==> config.mk <==
export PLATFORM = sky130hd
export DESIGN_NAME = regfile_read_arbiter
export DESIGN_NICKNAME = d
export VERILOG_FILES = /design/src/rtl/regfile_read_arbiter.sv
export SDC_FILE = /design/constraint.sdc
export NUM_CORES = 1
export LEC_CHECK = 0
export CORE_MARGIN = 8
export CORE_UTILIZATION = 41
export DETAILED_ROUTE_END_ITERATION = 8
export PLACE_DENSITY = 0.81
export RECOVER_POWER = 25
export SLEW_MARGIN = 20
export SYNTH_ARGS = -nofsm -noshare
export SYNTH_HDL_FRONTEND = slang
export SYNTH_SLANG_ARGS = --single-unit
==> constraint.sdc <==
create_clock -name clk_i -period 1.75 [get_ports clk_i]
set_input_delay 0.35 -clock clk_i [delete_from_list [all_inputs] [get_ports clk_i]]
set_output_delay 0.35 -clock clk_i [all_outputs]
set_load 0.005 [all_outputs]
==> src/rtl/regfile_read_arbiter.sv <==
// Round-robin arbiter sharing one register-file read port among NREQ requesters.
// Drives the port select, captures the returned word and hands it back with a one-cycle pulse.
module regfile_read_arbiter #(
  parameter int NREQ   = 4,
  parameter int ADDR_W = 5,
  parameter int DATA_W = 32
) (
  input  logic                   clk_i,
  input  logic                   rst_i,
  input  logic [NREQ-1:0]        req_i,
  input  logic [NREQ*ADDR_W-1:0] req_addr_i,
  output logic [ADDR_W-1:0]      rd_select_o,
  input  logic [DATA_W-1:0]      rd_data_i,
  output logic [NREQ-1:0]        resp_valid_o,
  output logic [DATA_W-1:0]      resp_data_o,
  output logic [NREQ-1:0]        grant_o,
  output logic                   busy_o
);

  localparam int PTR_W = (NREQ > 1) ? $clog2(NREQ) : 1;

  typedef enum logic [1:0] {
    IDLE = 2'd0,
    READ = 2'd1,
    DONE = 2'd2
  } state_e;

  state_e              state_q, state_d;
  logic [NREQ-1:0]     grant_q, grant_d;
  logic [ADDR_W-1:0]   rd_select_q, rd_select_d;
  logic [NREQ-1:0]     resp_valid_q, resp_valid_d;
  logic [DATA_W-1:0]   resp_data_q, resp_data_d;
  logic [PTR_W-1:0]    rr_ptr_q, rr_ptr_d;
  logic                busy_q, busy_d;

  logic [ADDR_W-1:0]   addr_arr [NREQ];
  logic [NREQ-1:0]     cand;
  logic                win_found;
  logic [PTR_W-1:0]    win_idx;
  logic [NREQ-1:0]     win_onehot;
  logic [PTR_W-1:0]    owner_idx;

  genvar gi;
  generate
    for (gi = 0; gi < NREQ; gi++) begin : g_addr
      assign addr_arr[gi] = req_addr_i[gi*ADDR_W +: ADDR_W];
    end
  endgenerate

  // In DONE the current winner still holds req, so it is masked out of the next round.
  always_comb begin
    cand = req_i;
    if (state_q == DONE) begin
      cand = req_i & ~grant_q;
    end
  end

  // Rotating priority scan starting at rr_ptr.
  always_comb begin
    logic [PTR_W-1:0] idx;
    win_found = 1'b0;
    win_idx   = '0;
    idx       = '0;
    for (int k = 0; k < NREQ; k++) begin
      idx = rr_ptr_q + PTR_W'(k);
      if (!win_found && cand[idx]) begin
        win_found = 1'b1;
        win_idx   = idx;
      end
    end
  end

  assign win_onehot = NREQ'(1) << win_idx;

  always_comb begin
    owner_idx = '0;
    for (int k = 0; k < NREQ; k++) begin
      if (grant_q[k]) begin
        owner_idx = PTR_W'(k);
      end
    end
  end

  // State register and registered outputs.
  always_ff @(posedge clk_i or posedge rst_i) begin
    if (rst_i) begin
      state_q      <= IDLE;
      grant_q      <= '0;
      rd_select_q  <= '0;
      resp_valid_q <= '0;
      resp_data_q  <= '0;
      rr_ptr_q     <= '0;
      busy_q       <= 1'b0;
    end else begin
      state_q      <= state_d;
      grant_q      <= grant_d;
      rd_select_q  <= rd_select_d;
      resp_valid_q <= resp_valid_d;
      resp_data_q  <= resp_data_d;
      rr_ptr_q     <= rr_ptr_d;
      busy_q       <= busy_d;
    end
  end

  // Next-state logic.
  always_comb begin
    state_d = state_q;
    unique case (state_q)
      IDLE: state_d = win_found ? READ : IDLE;
      READ: state_d = DONE;
      DONE: state_d = win_found ? READ : IDLE;
      default: state_d = IDLE;
    endcase
  end

  // Output logic: next values of the registered outputs.
  always_comb begin
    grant_d      = grant_q;
    rd_select_d  = rd_select_q;
    resp_valid_d = '0;
    resp_data_d  = resp_data_q;
    rr_ptr_d     = rr_ptr_q;
    unique case (state_q)
      IDLE, DONE: begin
        if (win_found) begin
          grant_d     = win_onehot;
          rd_select_d = addr_arr[win_idx];
        end else begin
          grant_d     = '0;
        end
      end
      READ: begin
        resp_data_d  = rd_data_i;
        resp_valid_d = grant_q;
        rr_ptr_d     = owner_idx + PTR_W'(1);
      end
      default: begin
        grant_d = '0;
      end
    endcase
    busy_d = (state_d != IDLE);
  end

  assign rd_select_o  = rd_select_q;
  assign resp_valid_o = resp_valid_q;
  assign resp_data_o  = resp_data_q;
  assign grant_o      = grant_q;
  assign busy_o       = busy_q;

endmodule

==> key figures <==
Status
  • Status: finished, final reports clean

Worst setup path
  • Worst path cell trace: nand3b_1 > and3_4 > a21boi_2 > a22oi_1 > a41oi_2
  • Worst setup SP type: flip-flop
  • Crit end category: flip-flop
  • Crit-path max FO: 6
  • Max incr delay on CP: between 0.4 and 0.5 ns
  • Worst setup path class: flip-flop to flip-flop
  • Worst EP required: approximately 2 ns
  • WP data arrival: around 1.9 ns
  • Crit Reg-Reg Endpoint: rd_select_o[2]
  • Critical path's slowest cell: dfrtp_1
  • Crit-path leading delay family: compound AO/OA/AOI/OAI gates
  • R2r setup slk: 0.05 ns
  • Critical R2R Launch: state_q[1]
  • CP Buf/Inv Count: 0
  • FF-to-FF path depth: 5

Layout
  • Area growth from synthesis to layout: 61.7%
  • Util after Layout: between 60% and 70%
  • Non-Filler Instances: 415
  • Ratio of cells with drive above 1 in the final layout: around 11%
  • Final nets: ~400
  • # diodes: 0
  • FILL cells: around 400

Synthesis
  • Register area share after synthesis: between 50% and 60%
  • Yosys warns: 0
  • Compound-gate portion of the synthesized area: between 10% and 20%
  • Syn avg cell area: 9.43 µm²
  • Post-synth net total: about 290
  • Adder-cell share of the synthesized area: 0%
  • Post-synthesis mux area share: 0%
  • Synth Area in Simple Gates: 26.2%
  • Number of synthesized register bits: 50
  • FFs w/ async S/R, synth: 100%
  • Most used DFF post-synth: dfrtp_1
  • Main combinational cell family by area after synthesis: simple AND/OR/NAND/NOR gates
  • Cell variety after synth: 35
  • Number of flops mapped to enable cells by yosys: 0
  • Synth Area in XOR/XNOR: 0%
  • Mapped cell area: ~2200 µm²
  • Post-Syn Instances: about 230

Global routing
  • First-pass GRT wire length: 10.1 mm
  • Initial antenna violation count: 0
  • Vias in the first global route: between 2,000 and 2,500
  • GR Overflow Total: 0
  • GRT Overall Usage: 16.3%
  • Largest net degree at the start of global routing: between 50 and 60

Die
  • I/O pin cnt: between 100 and 150
  • Placeable Area: 5110 µm²
  • Die area: between 7000 and 8000 µm²
  • Die X: approximately 89 µm
  • Starting Density: between 40% and 50%
  • Die Ht: slightly below 90 µm
  • Row count: 26

Power and ir drop
  • Peak VDD IR: 0.832 mV
  • Final total power: between 5 and 6 mW
  • Leak: between 1.5 and 2 nW
  • Power density over the cells: roughly 1600 nW/µm²

Routing
  • Post-DRT Antenna Nets: 0
  • TritonRoute pass-1 iters: 4
  • DRC: 0
  • Routed WL per cell: ~16 µm
  • Wirelength, routed: approximately 6.5 mm
  • Initial DRC Count: just over 100
  • Via/cell ratio: slightly below 5
  • DR vias: between 2,000 and 2,500

Clock tree
  • Clock latency at the later pin of the worst-skew pair: around 0.28 ns
  • Root buf cell: clkbuf_8
  • Clk sinks: 50
  • CTS tree: built
  • Cts bufs inserted: 5
  • H-Tree Depth: 2
  • Clock Path Buffers: 2
  • Post-CTS Setup Inserts: 0
  • Reg clk slew, reported paths: 0.09 ns
  • Hold_buf cts: 0

Timing
  • Crit share post-route: 97.2%
  • Min Hold Slack: roughly 0.48 ns
  • Slew Limit Fails: 0
  • Skew final: about 0.0062 ns
  • Unrepaired setup endpoints after global routing: yes
  • Fmax: 0.588 GHz
  • Fin. Hold Viols: 0
  • Setup violations, final: 0
  • Crit path time final: 1.70 ns
  • Slew at the pin closest to its max-slew limit: about 1.2 ns
  • Post-route setup slack: ~0.048 ns
  • Slew HR: roughly a fifth

Hold path
  • Worst hold endpoint: resp_data_o[10]
  • Hold Path Depth: 2
  • Worst hold path type: flip-flop to flip-flop
  • HP Start: resp_data_o[10]

Placed design
  • Placer Congestion: slightly below 0.9
  • DPL Wire Length: around 5 mm
  • Placed cells: 407
  • Number of I/O port buffers: approximately 100
  • Place WS: -0.241 ns

Job
  • Max cap viols: 0
-- cells in the mapped netlist, types with 3 or more instances --
cell type | n | area, µm²
inv_1 | 5 | 18.8
nor2_1 | 6 | 22.5
and2_1 | 6 | 37.5
a41oi_1 | 5 | 43.8
a22oi_1 | 11 | 82.6
nand2_1 | 97 | 364
nand3b_1 | 4 | 30.0
nand2b_1 | 4 | 25.0
clkbuf_1 | 6 | 22.5
o21ai_0 | 3 | 15.0
dfrtp_1 | 50 | 1250
nand3_1 | 5 | 25.0
-- worst reg2reg max path: stages, from the launching register on --
cell	delay [ns]
dfrtp_1	0.44
nand3b_1	0.21
and3_4	0.25
a21boi_2	0.34
a22oi_1	0.17
a41oi_2	0.21
-- placed cells by master (no fill, tap or decap), drive strengths merged, types with 2 or more instances in the layout --
cell / instances
clkdlybuf4s50: 103
nand2: 97
dfrtp: 50
buf: 12
a22oi: 12
clkbuf: 9
nor2: 6
and2: 6
nand3: 5
inv: 5
a41oi: 5
nand2b: 4
nand3b: 4
o21ai: 3
a21oi: 2
and3: 2
nor2b: 2
and3b: 2
a21o: 2
a21boi: 2
-- per-layer routing --
| layer | routed length [µm] | vias up | GRT usage, % |
|---|---|---|---|
| li1 | - | 991 | - |
| met2 | 3240 | 76 | 28.2 |
| met4 | 44 | 0 | 2.76 |
| met5 | 0 | - | 0 |
| met1 | 2710 | 967 | 19.4 |
| met3 | 546 | 6 | 5.51 |
-- kinds of logic (layout without fill, tap and decap cells) --
group / count (synthesis) / after routing
simple gates: 131 / 131
flops: 50 / 50
compound gates: 34 / 34
buf+inv: 16 / 130
-- what timing repair did --
item | 4_1_cts | 5_1_grt
endpoints found under the setup margin | 0 | 6
endpoints found under the hold margin | 0 | 0
resized for setup | 0 | 10
-- stage by stage --
step                cell area [µm²]  TNS (ns)
floorplan                      2180         0
finish                         3520         0
global placement               3380    -0.642
detailed placement             3380     -1.34
global route                   3520    -0.131
CTS                            3490         0
-- state kept, by name, indices dropped and copies added, names as in the netlist --
signal	count
resp_valid_o	4
rr_ptr_q	2
state_q	2
rd_select_o	5
grant_o	4
busy_o	1
resp_data_o	32
-- cell type report --
class | instances | area, µm² | share of cell area, %
multi-input cells | 165 | 912 | 25.9
flip-flops and latches | 50 | 1250 | 35.5
repair buffers | 116 | 1140 | 32.3
well taps | 70 | 87.6 | 2.49
clock buffers | 8 | 110 | 3.13
inverters | 6 | 22.5 | 0.639
-- worst max path at each step --
stage,depth (start not counted),slack (ns),start,end
floorplan,1,0.20,rst_i,busy_o
global placement,6,-0.11,req_i[0],rd_select_o[3]
detailed placement,6,-0.24,req_i[2],rd_select_o[1]
CTS,5,0.002,state_q[0],rd_select_o[1]
global route,5,-0.04,state_q[0],rd_select_o[2]
finish,5,0.05,state_q[1],rd_select_o[2]
-- power by group --
group	internal (mW)	switching (mW)	total, mW
clock network	0.399	0.336	0.735
logic	1.57	1.25	2.83
registers	1.69	0.325	2.02
total	3.67	1.91	5.58
No activity file was read; power rests on OpenSTA's default activity.
